===== config.mk =====
export PLATFORM = sky130hd
export DESIGN_NAME = pipe_ctrl
export DESIGN_NICKNAME = d
export VERILOG_FILES = /design/src/rtl/pipe_ctrl.sv
export SDC_FILE = /design/constraint.sdc
export NUM_CORES = 1
export LEC_CHECK = 0
export ABC_AREA = 1
export BUFFER_PORTS_ARGS = -buffer_cell sky130_fd_sc_hd__buf_4
export CORE_MARGIN = 3
export CORE_UTILIZATION = 45
export DETAILED_ROUTE_END_ITERATION = 16
export PLACE_DENSITY_LB_ADDON = 0.05
export SKIP_CTS_REPAIR_TIMING = 1
export SLEW_MARGIN = 20
export SYNTH_ARGS = -nofsm -noshare
export SYNTH_HDL_FRONTEND = slang
export SYNTH_SLANG_ARGS = --single-unit
export TNS_END_PERCENT = 5

===== constraint.sdc =====
create_clock -name clk -period 3.8 [get_ports clk]
set_input_delay 0.57 -clock clk [delete_from_list [all_inputs] [get_ports clk]]
set_output_delay 0.57 -clock clk [all_outputs]
set_load 0.05 [all_outputs]

===== src/rtl/pipe_ctrl.sv =====
// pipe_ctrl: merges EX redirects, trap entry and stall sources into the
// PC unit's jump/hold controls, buffering a redirect while fetch is busy.
module pipe_ctrl #(
  parameter int unsigned ADDR_W     = 32,
  parameter int unsigned TRAP_DRAIN = 2
) (
  input  logic              clk,
  input  logic              rst_n,
  input  logic [2:0]        ex_jump_cause_i,
  input  logic [ADDR_W-1:0] ex_jump_from_i,
  input  logic [ADDR_W-1:0] ex_jump_to_i,
  input  logic              trap_req_i,
  input  logic              trap_is_int_i,
  input  logic [ADDR_W-1:0] trap_pc_i,
  input  logic [ADDR_W-1:0] trap_vector_i,
  input  logic              fetch_ready_i,
  input  logic              id_stall_i,
  input  logic              mem_busy_i,
  input  logic              jtag_halt_i,
  output logic [2:0]        jump_cause_o,
  output logic [ADDR_W-1:0] jump_from_addr_o,
  output logic [ADDR_W-1:0] jump_to_addr_o,
  output logic [2:0]        hold_flag_o,
  output logic              flush_o,
  output logic              trap_ack_o,
  output logic              halted_o
);

  localparam int unsigned CAUSE_W = 3;
  localparam int unsigned CNT_W   = (TRAP_DRAIN > 1) ? $clog2(TRAP_DRAIN) : 1;

  localparam logic [CAUSE_W-1:0] CAUSE_NONE = 3'd0;
  localparam logic [CAUSE_W-1:0] CAUSE_INT  = 3'd4;
  localparam logic [CAUSE_W-1:0] CAUSE_EXC  = 3'd5;

  localparam logic [2:0] HOLD_NONE = 3'd0;
  localparam logic [2:0] HOLD_PC   = 3'd1;
  localparam logic [2:0] HOLD_IF   = 3'd2;
  localparam logic [2:0] HOLD_EX   = 3'd3;
  localparam logic [2:0] HOLD_ALL  = 3'd4;

  typedef enum logic [1:0] {
    ST_RUN   = 2'd0,
    ST_PEND  = 2'd1,
    ST_DRAIN = 2'd2,
    ST_HALT  = 2'd3
  } state_e;

  state_e              state_q, state_d;
  logic [CAUSE_W-1:0]  pend_cause_q, pend_cause_d;
  logic [ADDR_W-1:0]   pend_from_q, pend_from_d;
  logic [ADDR_W-1:0]   pend_to_q, pend_to_d;
  logic [CNT_W-1:0]    drain_cnt_q, drain_cnt_d;
  logic                halted_q;

  logic                ex_req_c;
  logic                trap_over_pend_c;
  logic [CAUSE_W-1:0]  trap_cause_c;
  logic [CAUSE_W-1:0]  cand_cause_c;
  logic [ADDR_W-1:0]   cand_from_c;
  logic [ADDR_W-1:0]   cand_to_c;

  // Candidate redirect: fresh request in RUN (trap first), or the pending
  // entry in PEND unless a trap overrides a buffered EX redirect.
  always_comb begin
    ex_req_c         = ex_jump_cause_i inside {3'd1, 3'd2, 3'd3};
    trap_cause_c     = trap_is_int_i ? CAUSE_INT : CAUSE_EXC;
    trap_over_pend_c = trap_req_i && !pend_cause_q[2];
    cand_cause_c     = CAUSE_NONE;
    cand_from_c      = '0;
    cand_to_c        = '0;
    if (state_q == ST_PEND) begin
      if (trap_over_pend_c) begin
        cand_cause_c = trap_cause_c;
        cand_from_c  = trap_pc_i;
        cand_to_c    = trap_vector_i;
      end else begin
        cand_cause_c = pend_cause_q;
        cand_from_c  = pend_from_q;
        cand_to_c    = pend_to_q;
      end
    end else if (trap_req_i) begin
      cand_cause_c = trap_cause_c;
      cand_from_c  = trap_pc_i;
      cand_to_c    = trap_vector_i;
    end else if (ex_req_c) begin
      cand_cause_c = ex_jump_cause_i;
      cand_from_c  = ex_jump_from_i;
      cand_to_c    = ex_jump_to_i;
    end
  end

  // Next state, pending buffer, drain counter and zero-latency outputs.
  always_comb begin
    state_d          = state_q;
    pend_cause_d     = pend_cause_q;
    pend_from_d      = pend_from_q;
    pend_to_d        = pend_to_q;
    drain_cnt_d      = drain_cnt_q;
    jump_cause_o     = CAUSE_NONE;
    jump_from_addr_o = '0;
    jump_to_addr_o   = '0;
    hold_flag_o      = HOLD_NONE;
    flush_o          = 1'b0;
    trap_ack_o       = 1'b0;

    unique case (state_q)
      ST_RUN, ST_PEND: begin
        if (cand_cause_c == CAUSE_NONE) begin
          // Only reachable in RUN: plain stall arbitration.
          if (jtag_halt_i) begin
            hold_flag_o = HOLD_ALL;
            state_d     = ST_HALT;
          end else if (mem_busy_i) begin
            hold_flag_o = HOLD_EX;
          end else if (!fetch_ready_i) begin
            hold_flag_o = HOLD_IF;
          end else if (id_stall_i) begin
            hold_flag_o = HOLD_PC;
          end
        end else if (fetch_ready_i) begin
          jump_cause_o     = cand_cause_c;
          jump_from_addr_o = cand_from_c;
          jump_to_addr_o   = cand_to_c;
          flush_o          = 1'b1;
          pend_cause_d     = CAUSE_NONE;
          state_d          = ST_RUN;
          if (cand_cause_c[2]) begin
            trap_ack_o = 1'b1;
            if (TRAP_DRAIN != 0) begin
              state_d     = ST_DRAIN;
              drain_cnt_d = CNT_W'(TRAP_DRAIN - 1);
            end
          end
        end else begin
          hold_flag_o  = HOLD_IF;
          pend_cause_d = cand_cause_c;
          pend_from_d  = cand_from_c;
          pend_to_d    = cand_to_c;
          state_d      = ST_PEND;
        end
      end
      ST_DRAIN: begin
        hold_flag_o = HOLD_ALL;
        if (drain_cnt_q == '0) begin
          state_d = ST_RUN;
        end else begin
          drain_cnt_d = drain_cnt_q - CNT_W'(1);
        end
      end
      ST_HALT: begin
        hold_flag_o = HOLD_ALL;
        if (!jtag_halt_i) begin
          state_d = ST_RUN;
        end
      end
      default: state_d = ST_RUN;
    endcase

    // Nothing leaves the block while reset is asserted.
    if (!rst_n) begin
      jump_cause_o     = CAUSE_NONE;
      jump_from_addr_o = '0;
      jump_to_addr_o   = '0;
      hold_flag_o      = HOLD_NONE;
      flush_o          = 1'b0;
      trap_ack_o       = 1'b0;
    end
  end

  // State and buffer registers with synchronous active-low reset.
  always_ff @(posedge clk) begin
    if (!rst_n) begin
      state_q      <= ST_RUN;
      pend_cause_q <= CAUSE_NONE;
      pend_from_q  <= '0;
      pend_to_q    <= '0;
      drain_cnt_q  <= '0;
      halted_q     <= 1'b0;
    end else begin
      state_q      <= state_d;
      pend_cause_q <= pend_cause_d;
      pend_from_q  <= pend_from_d;
      pend_to_q    <= pend_to_d;
      drain_cnt_q  <= drain_cnt_d;
      halted_q     <= (state_d == ST_HALT);
    end
  end

  assign halted_o = halted_q;

endmodule


==> out/results.ini, run 1 <==
[finish]
drive_gt1_share_pct = 22.6
antennaDiodeCount = 0
final_nets = 1424
area_growth_pct = 30.2
final_common_cell = nand2_1
final-instance-count-excl-fill = 1462
layout_common_cells = nand2_1, buf_4, nor2_1

[sta]
setup_viol = 0
fmax_mhz = 295
fin_tns_setup_ns = 0
clock_skew_ns = 0.00617
finalMaxSlewViolations = 0
hold_violations = 0
slew_headroom_pct = 43.8
tightest_slew_ns = 0.844
period_minus_slack_ns = 3.39
rsz0062_at_grt = false
finalCritPeriodShare_pct = 89.3

[global_routing]
grt_max_degree = 81
grt_use_total_pct = 27.7
grt-ovfl-total = 0
antenna_found_initial = 0
grt_pass1_vias = 7096
grt_pass1_wl_um = 34100

[synth]
ys_warn_count = 0
seq_area_frac_synth_pct = 23.3
synthCells = 1144
syn_avg_cell_area_um2 = 5.34
synth_top_cell_area_share_pct = 24.8
synth_area_leader_cell = nand2_1
ys_ff_latch = 71
syn_area_um2 = 6110
ys_top_cells_by_area = nand2_1, dfxtp_1, nand4_1
ys_types = 23
synth_fp_nets = 1283

[worst_setup_path]
crit_top_cell = buf_4
critPathMaxFanout = 80
crit_family = buffers and inverters
crit_slowest_cell = buf_4
max_stage_delay_ns = 0.71
crit_type = reg2out
worstPathRequired_ns = 3.23
cp-end-kind = primary output
start_kind = register
crit_chain = nor2_4 > buf_4 > buf_4 > a21oi_1 > nand2_1 > nand2_1 > nor2_1 > buf_4
arrival_ns = 2.82
critical_path_buf_inv_count = 3

[run_status]
status = finished clean

[clock_network]
clk_latency_ns = 0.35
cts.sinks = 71
cts_tree = built
cts_inserted_buffers = 9
cts-root-buf = clkbuf_16
cts_buffer_depth = 2
cts_max_level = 3
clk_pin_slew_worst_paths_ns = 0.05

[drt]
vias = 7843
routed_wl_um = 21300
drt-initial-drc-count = 678
ant_nets = 0
first_pass_iters = 5
routed_via_density = 5.36
drc = 0
wl_per_cell_um = 14.6

[power]
max-vdd-ir-drop_mv = 0.257
p_per_area_nw_per_um2 = 373
power.leakage_nw = 4.22

[die]
core_area_um2 = 12900
die_w_um = 123
rows = 41
die_h_um = 123
dieArea_um2 = 15000
io_pins = 212
start_util_pct = 47.3

[placement]
dp.final_hpwl_um = 13000
place_congestion = 0.871
port_buffers = 211
placedCellCount = 1446

[worst_hold_path]
hp-class = reg2reg

[flow_run]
maxCapViolCount = 0

## per-stage QoR
step           cell area (um2)  util [%]  setup slack, ns  hold slack (ns)  power [mW]
2_1_floorplan             6110         -            0.550            0.426        1.73
3_3_place_gp              7640      59.1            0.542            0.444        2.05
3_5_place_dp              7640      59.1            0.496            0.446        2.06
4_1_cts                   7960      61.5            0.474            0.456        2.98
5_1_grt                   7960      61.5            0.228            0.483        3.16
6_report                  7960      61.5            0.406            0.456        2.97
## tightest hold or removal path, delay by kind of cell, from the launching register on
| kind | cells | cell delay, ns |
|---|---|---|
| flip-flops | 1 | 0.29 |
| buffers and inverters | 1 | 0.06 |
| AO/OA/AOI/OAI | 1 | 0.06 |
## flip-flops by register name (all words and copies together), names as in the netlist
signal        count
state_q           2
pend_to_q        32
halted_o          1
pend_from_q      32
drain_cnt_q       1
pend_cause_q      3
## cell families after synthesis
group | after synthesis | share of synthesized area [%]
AND/OR/NAND/NOR | 752 | 53.7
buffers and inverters | 245 | 16.6
AO/OA/AOI/OAI | 76 | 6.41
flip-flops | 71 | 23.3
## path summary, 6_finish.rpt
| path | startpoint | to | slack (ns) | cells after the start |
|---|---|---|---|---|
| worst max-delay path | state_q[1]$_SDFF_PN0_ | jump_to_addr_o[22] | 0.41 | 8 |
| worst min-delay path | drain_cnt_q$_SDFFE_PN0P_ | drain_cnt_q$_SDFFE_PN0P_ | 0.46 | 2 |
| worst max register to register | state_q[1]$_SDFF_PN0_ | pend_to_q[25]$_SDFFE_PN0P_ | 0.99 | 12 |
| worst min register to register | drain_cnt_q$_SDFFE_PN0P_ | drain_cnt_q$_SDFFE_PN0P_ | 0.46 | 2 |
## power breakdown
part | switching, mW | total [mW] | internal [mW]
registers | 0.0436 | 0.874 | 0.830
logic | 0.772 | 1.19 | 0.413
clock network | 0.338 | 0.910 | 0.572
total | 1.15 | 2.97 | 1.82
## area by class of cell
type                            count  area, um2
Fill cell                        1391       4970
Multi-Input combinational cell    828       3690
Timing Repair Buffer              229       1770
Sequential cell                    71       1420
Inverter                          146        551
Clock buffer                       10        229
Tap cell                          172        215
Clock inverter                      6       85.1
## Yosys cell counts
cell type  count
inv_2         31
clkinv_1       1
nand3_2        2
nand2_1      403
nand4_1      128
nand3_1       77
o21ai_4        1
nor4_1         1
dfxtp_1       71
nor2_1       135
nand2_4        1
nand2_2        3
inv_4          1
a21oi_1       73
o21ai_0        2
inv_1        113
buf_4          2
buf_6          6
clkbuf_1      50
nor2_4         1
nor2_2         1
buf_1          7
buf_2         34
## metal layers
layer / wire (um) / global-route usage (%) / up-vias
li1: - / - / 3931
met1: 9310 / 36.7 / 3535
met2: 9700 / 45.2 / 327
met3: 1730 / 4.75 / 50
met4: 547 / 10.3 / 0
met5: 0 / 0 / -
No activity file was read; power rests on OpenSTA's default activity.
==> run 2: changes to the inputs <==
Settings changed: CORE_ASPECT_RATIO set to 1.2.
==> out/results.ini, run 2 (same netlist as run 1, synthesis figures left out) <==
[placement]
dp.final_hpwl_um = 13200  ; +1.8%
place_congestion = 0.863  ; -0.92%
dp_slack_ns = 0.652  ; +0.156 ns
port_buffers = 211  ; unchanged
placedCellCount = 1445  ; -0.069%

[sta]
slew_headroom_pct = 44.6  ; +0.85 points
setup_viol = 0  ; unchanged
fmax_mhz = 319  ; +8.2%
finalMaxSlewViolations = 0  ; unchanged
hold_violations = 0  ; unchanged
period_minus_slack_ns = 3.14  ; -0.258 ns
finalCritPeriodShare_pct = 82.5  ; -6.8 points
fin_tns_setup_ns = 0  ; unchanged
fin_ws_ns = 0.664  ; +0.258 ns
timing.hold.ws_ns = 0.467  ; +0.0105 ns
clock_skew_ns = 0.00456  ; -0.00162 ns
tightest_slew_ns = 0.831  ; -0.0127 ns
rsz0062_at_grt = false

[clock_network]
cts_tree = built
clk_pin_slew_worst_paths_ns = 0.06  ; about the same
cts_inserted_buffers = 9  ; unchanged
cts_buffer_depth = 2  ; unchanged
clk_latency_ns = 0.33  ; -0.02 ns
cts-root-buf = clkbuf_16
cts_max_level = 3  ; unchanged
cts.sinks = 71  ; unchanged

[finish]
layout_common_cells = nand2_1, buf_4, nor2_1
drive_gt1_share_pct = 22.5  ; -0.095 points
reg_top3 = pend_from_q: 32 flops, pend_to_q: 32 flops, pend_cause_q: 3 flops
antennaDiodeCount = 0  ; unchanged
final_nets = 1427  ; +0.21%
final_common_cell = nand2_1
area_growth_pct = 29.2
final-instance-count-excl-fill = 1459  ; -0.21%

[worst_setup_path]
worstPathRequired_ns = 3.23  ; about the same
arrival_ns = 2.57  ; -0.25 ns
crit_top_cell = buf_4
crit_chain = buf_4 > inv_2 > nand3_1 > nand3_1 > nand2_2 > nand2_4 > nand3_2 > buf_4 > nor2_1 > buf_4
critPathMaxFanout = 34  ; -57%
cp-end-kind = primary output
max_stage_delay_ns = 0.41  ; -0.30 ns
crit_type = in2out
crit_slowest_cell = nand3_2
start_kind = input pin

[power]
p_comb_share_pct = 42.4  ; +2.5 points
p_sw_share_pct = 40.0  ; +1.1 points
p_sw_mw = 1.12  ; -3.2%
p_per_area_nw_per_um2 = 354  ; -5.1%
p_clk_share_pct = 26.4  ; -4.3 points
max-vdd-ir-drop_mv = 0.228  ; -11%
p_int_mw = 1.68  ; -7.5%
seqPwrFrac_pct = 31.2  ; +1.8 points
power.leakage_nw = 4.20  ; -0.43%
power.total_mw = 2.80  ; -5.8%

[flow_run]
maxCapViolCount = 0  ; unchanged

[global_routing]
antenna_found_initial = 0  ; unchanged
grt_pass1_wl_um = 33900  ; -0.69%
grt-ovfl-total = 0  ; unchanged
grt_pass1_vias = 6933  ; -2.3%
grt_max_degree = 71  ; -12%
grt_use_total_pct = 26.8  ; -0.97 points

[die]
dieArea_um2 = 15000  ; about the same
core_area_um2 = 13200  ; +2.4%
die_h_um = 134  ; +9.1%
start_util_pct = 46.2  ; -1.1 points
rows = 46  ; +12%
io_pins = 212  ; unchanged
die_w_um = 112  ; -8.3%

[drt]
vias = 7625  ; -2.8%
routed_via_density = 5.23  ; -2.6%
ant_nets = 0  ; unchanged
wl_per_cell_um = 14.2  ; -2.5%
routed_wl_um = 20700  ; -2.7%
drt-initial-drc-count = 598  ; -12%
first_pass_iters = 5  ; unchanged
drc = 0  ; unchanged

[run_status]
status = finished clean

[worst_hold_path]
hp-class = reg2reg

-- run 2: cell types whose count changed in the layout (fill, tap and decap cells not counted), sizes merged --
| cell | before | now |
|---|---|---|
| buf | 229 | 232 |
| bufinv | 2 | 0 |
| clkbuf | 10 | 12 |
| clkinvlp | 2 | 0 |
-- run 2: cell type report --
| class | instances | area [um2] |
|---|---|---|
| well taps | 168 | 210 |
| fillers | 1405 | 5340 |
| inverters | 146 | 551 |
| clock buffers | 12 | 236 |
| clock inverters | 2 | 10.0 |
| multi-input cells | 828 | 3690 |
| repair buffers | 232 | 1780 |
| flip-flops and latches | 71 | 1420 |
-- run 2: worst paths after layout --
path                                start                            to  slack, ns  cells past startpoint
min          pend_cause_q[2]$_SDFFE_PN0P_  pend_cause_q[2]$_SDFFE_PN0P_       0.47                      2
max                            trap_req_i           jump_from_addr_o[7]       0.66                     10
min reg2reg  pend_cause_q[2]$_SDFFE_PN0P_  pend_cause_q[2]$_SDFFE_PN0P_       0.47                      2
max reg2reg         state_q[1]$_SDFF_PN0_    pend_to_q[13]$_SDFFE_PN0P_       1.22                      7
-- run 2: worst max-delay path: cells and delay by family --
family | cells | cell delay, ns
buffers and inverters | 4 | 0.99
AND/OR/NAND/NOR | 6 | 0.98
-- run 2: metal layers --
metal	vias up	GRT usage (%)	routed length [um]
met3	33	3.77	1480
li1	3920	-	-
met2	289	44.6	9950
met4	0	9.55	470
met5	-	0	0
met1	3383	35.2	8800
-- run 2: power groups by stage --
stage                     registers (mW)  clock network, mW  logic, mW
after floorplan                    0.880                  0      0.849
after CTS                          0.872              0.752       1.19
after global routing               0.883              0.786       1.32
after global placement             0.885                  0       1.18
after detailed placement           0.888                  0       1.18
final                              0.873              0.738       1.19
-- run 2: metrics by stage --
stage | instance area, um2 | utilization, %
6_report | 7890 | 59.6
5_1_grt | 7890 | 59.6
4_1_cts | 7890 | 59.6
3_5_place_dp | 7650 | 57.8
3_3_place_gp | 7650 | 57.8
2_1_floorplan | 6110 | -
==> run 3: changes to the inputs <==
Clock period 3.8 ns to 2.8 ns, I/O delays scaled along.
==> out/results.ini, run 3 (same netlist as run 1, synthesis figures left out) <==
[die]
dieArea_um2 = 15000  ; unchanged
core_area_um2 = 13200  ; unchanged
rows = 46  ; unchanged
io_pins = 212  ; unchanged
start_util_pct = 46.2  ; unchanged
die_h_um = 134  ; unchanged
die_w_um = 112  ; unchanged

[worst_hold_path]
hold_path_end = drain_cnt_q$_SDFFE_PN0P_
hp-class = reg2reg
min_path_cells = 2  ; unchanged
hp-start = drain_cnt_q$_SDFFE_PN0P_

[clock_network]
cts.sinks = 71  ; unchanged
cts_inserted_buffers = 9  ; unchanged
clk_pin_slew_worst_paths_ns = 0.06  ; about the same
clk_latency_ns = 0.33  ; about the same
cts_max_level = 3  ; unchanged
cts_buffer_depth = 2  ; unchanged
cts-root-buf = clkbuf_16
cts_tree = built

[drt]
wl_per_cell_um = 14.4  ; +1.2%
routed_via_density = 5.30  ; +1.5%
drt-initial-drc-count = 599  ; +0.17%
ant_nets = 0  ; unchanged
vias = 7743  ; +1.5%
routed_wl_um = 21000  ; +1.3%
first_pass_iters = 5  ; unchanged
drc = 0  ; unchanged

[sta]
clock_skew_ns = 0.00706  ; +0.00250 ns
fin_tns_setup_ns = 0  ; unchanged
period_minus_slack_ns = 2.71
hold_violations = 0  ; unchanged
finalCritPeriodShare_pct = 96.9
slew_headroom_pct = 46.0  ; +1.4 points
finalMaxSlewViolations = 0  ; unchanged
tightest_slew_ns = 0.810  ; -0.0214 ns
fmax_mhz = 369
fin_ws_ns = 0.0866  ; -0.577 ns
rsz0062_at_grt = true
setup_viol = 0  ; unchanged

[worst_setup_path]
crit_type = reg2out
cp-end-kind = primary output
regToRegSetupSlack_ns = 0.42  ; -0.80 ns
reg2reg_depth = 12  ; +5
worst_r2r_endpoint = pend_to_q[14]$_SDFFE_PN0P_
r2r_start = state_q[1]$_SDFF_PN0_
start_kind = register
worstPathRequired_ns = 2.38  ; -0.85 ns
critPathMaxFanout = 32  ; -5.9%
arrival_ns = 2.29  ; -0.28 ns

[power]
p_sw_share_pct = 38.0  ; -2.0 points
max-vdd-ir-drop_mv = 0.282  ; +23%
p_clk_share_pct = 30.3  ; +3.9 points
p_sw_mw = 1.52  ; +37%
p_per_area_nw_per_um2 = 503  ; +42%
power.leakage_nw = 4.24  ; +0.89%
p_int_mw = 2.49  ; +48%
p_comb_share_pct = 40.1  ; -2.3 points
seqPwrFrac_pct = 29.6  ; -1.6 points

[finish]
area_growth_pct = 30.6
final_common_cell = nand2_1
antennaDiodeCount = 0  ; unchanged
final_nets = 1427  ; unchanged
layout_common_cells = nand2_1, buf_4, nor2_1
drive_gt1_share_pct = 22.8  ; +0.29 points
reg_top3 = pend_from_q: 32 flops, pend_to_q: 32 flops, pend_cause_q: 3 flops

[global_routing]
grt_use_total_pct = 27.0  ; +0.19 points
grt_pass1_wl_um = 34200  ; +0.84%
grt-ovfl-total = 0  ; unchanged
grt_max_degree = 109  ; +54%
antenna_found_initial = 0  ; unchanged
grt_pass1_vias = 7118  ; +2.7%

[placement]
place_congestion = 0.911  ; +5.6%
port_buffers = 211  ; unchanged
dp_slack_ns = 0.388  ; -0.265 ns
dp.final_hpwl_um = 13300  ; +1.0%

[flow_run]
maxCapViolCount = 0  ; unchanged

[run_status]
status = finished clean

==> run 3: final cells by class <==
cell class | instances | area [um2]
clock buffers | 11 | 243
clock inverters | 4 | 70.1
fillers | 1393 | 5260
inverters | 146 | 551
multi-input cells | 828 | 3690
flip-flops and latches | 71 | 1420
well taps | 168 | 210
repair buffers | 232 | 1790
==> run 3: critical path: stages, from the launching register on <==
cell,delay [ns]
dfxtp_1,0.55
inv_4,0.06
nand2_2,0.12
nand3_2,0.11
nand2_2,0.10
nor2_4,0.05
nand2_4,0.16
nand3_2,0.12
buf_6,0.22
nor2_1,0.21
buf_4,0.24
==> run 3: how the worst max path moves through the flow <==
stage	endpoint	depth (start not counted)	start
after floorplan	hold_flag_o[0]	9	state_q[1]$_SDFF_PN0_
after global placement	jump_from_addr_o[25]	8	ex_jump_cause_i[2]
after detailed placement	jump_from_addr_o[25]	10	trap_req_i
after CTS	jump_from_addr_o[25]	9	state_q[1]$_SDFF_PN0_
after global routing	jump_from_addr_o[25]	10	state_q[1]$_SDFF_PN0_
final	jump_from_addr_o[25]	10	state_q[1]$_SDFF_PN0_
==> run 3: power groups by stage <==
stage	Combinational [mW]	Sequential, mW	Clock, mW
6_report	1.61	1.19	1.22
5_1_grt	1.80	1.20	1.28
4_1_cts	1.61	1.19	1.24
3_5_place_dp	1.60	1.21	0
3_3_place_gp	1.59	1.20	0
2_1_floorplan	1.15	1.19	0
==> run 3: per-stage QoR <==
| stage | hold slack (ns) | instance area [um2] | power (mW) | cells | utilization (%) |
|---|---|---|---|---|---|
| global placement | 0.452 | 7650 | 2.79 | 1445 | 57.8 |
| CTS | 0.440 | 7970 | 4.03 | 1460 | 60.2 |
| global route | 0.454 | 7980 | 4.28 | 1460 | 60.3 |
| finish | 0.456 | 7980 | 4.01 | 1460 | 60.3 |
| detailed placement | 0.459 | 7650 | 2.80 | 1445 | 57.8 |
| floorplan | 0.426 | 6120 | 2.35 | 1144 | - |
==> run 3: per-layer routing <==
| metal | wire length [um] | vias to the layer above | track usage (%) |
|---|---|---|---|
| li1 | - | 3928 | - |
| met1 | 9350 | 3506 | 35.6 |
| met2 | 9860 | 274 | 45.0 |
| met3 | 1340 | 35 | 4.32 |
| met4 | 418 | 0 | 8.48 |
| met5 | 0 | - | 0 |
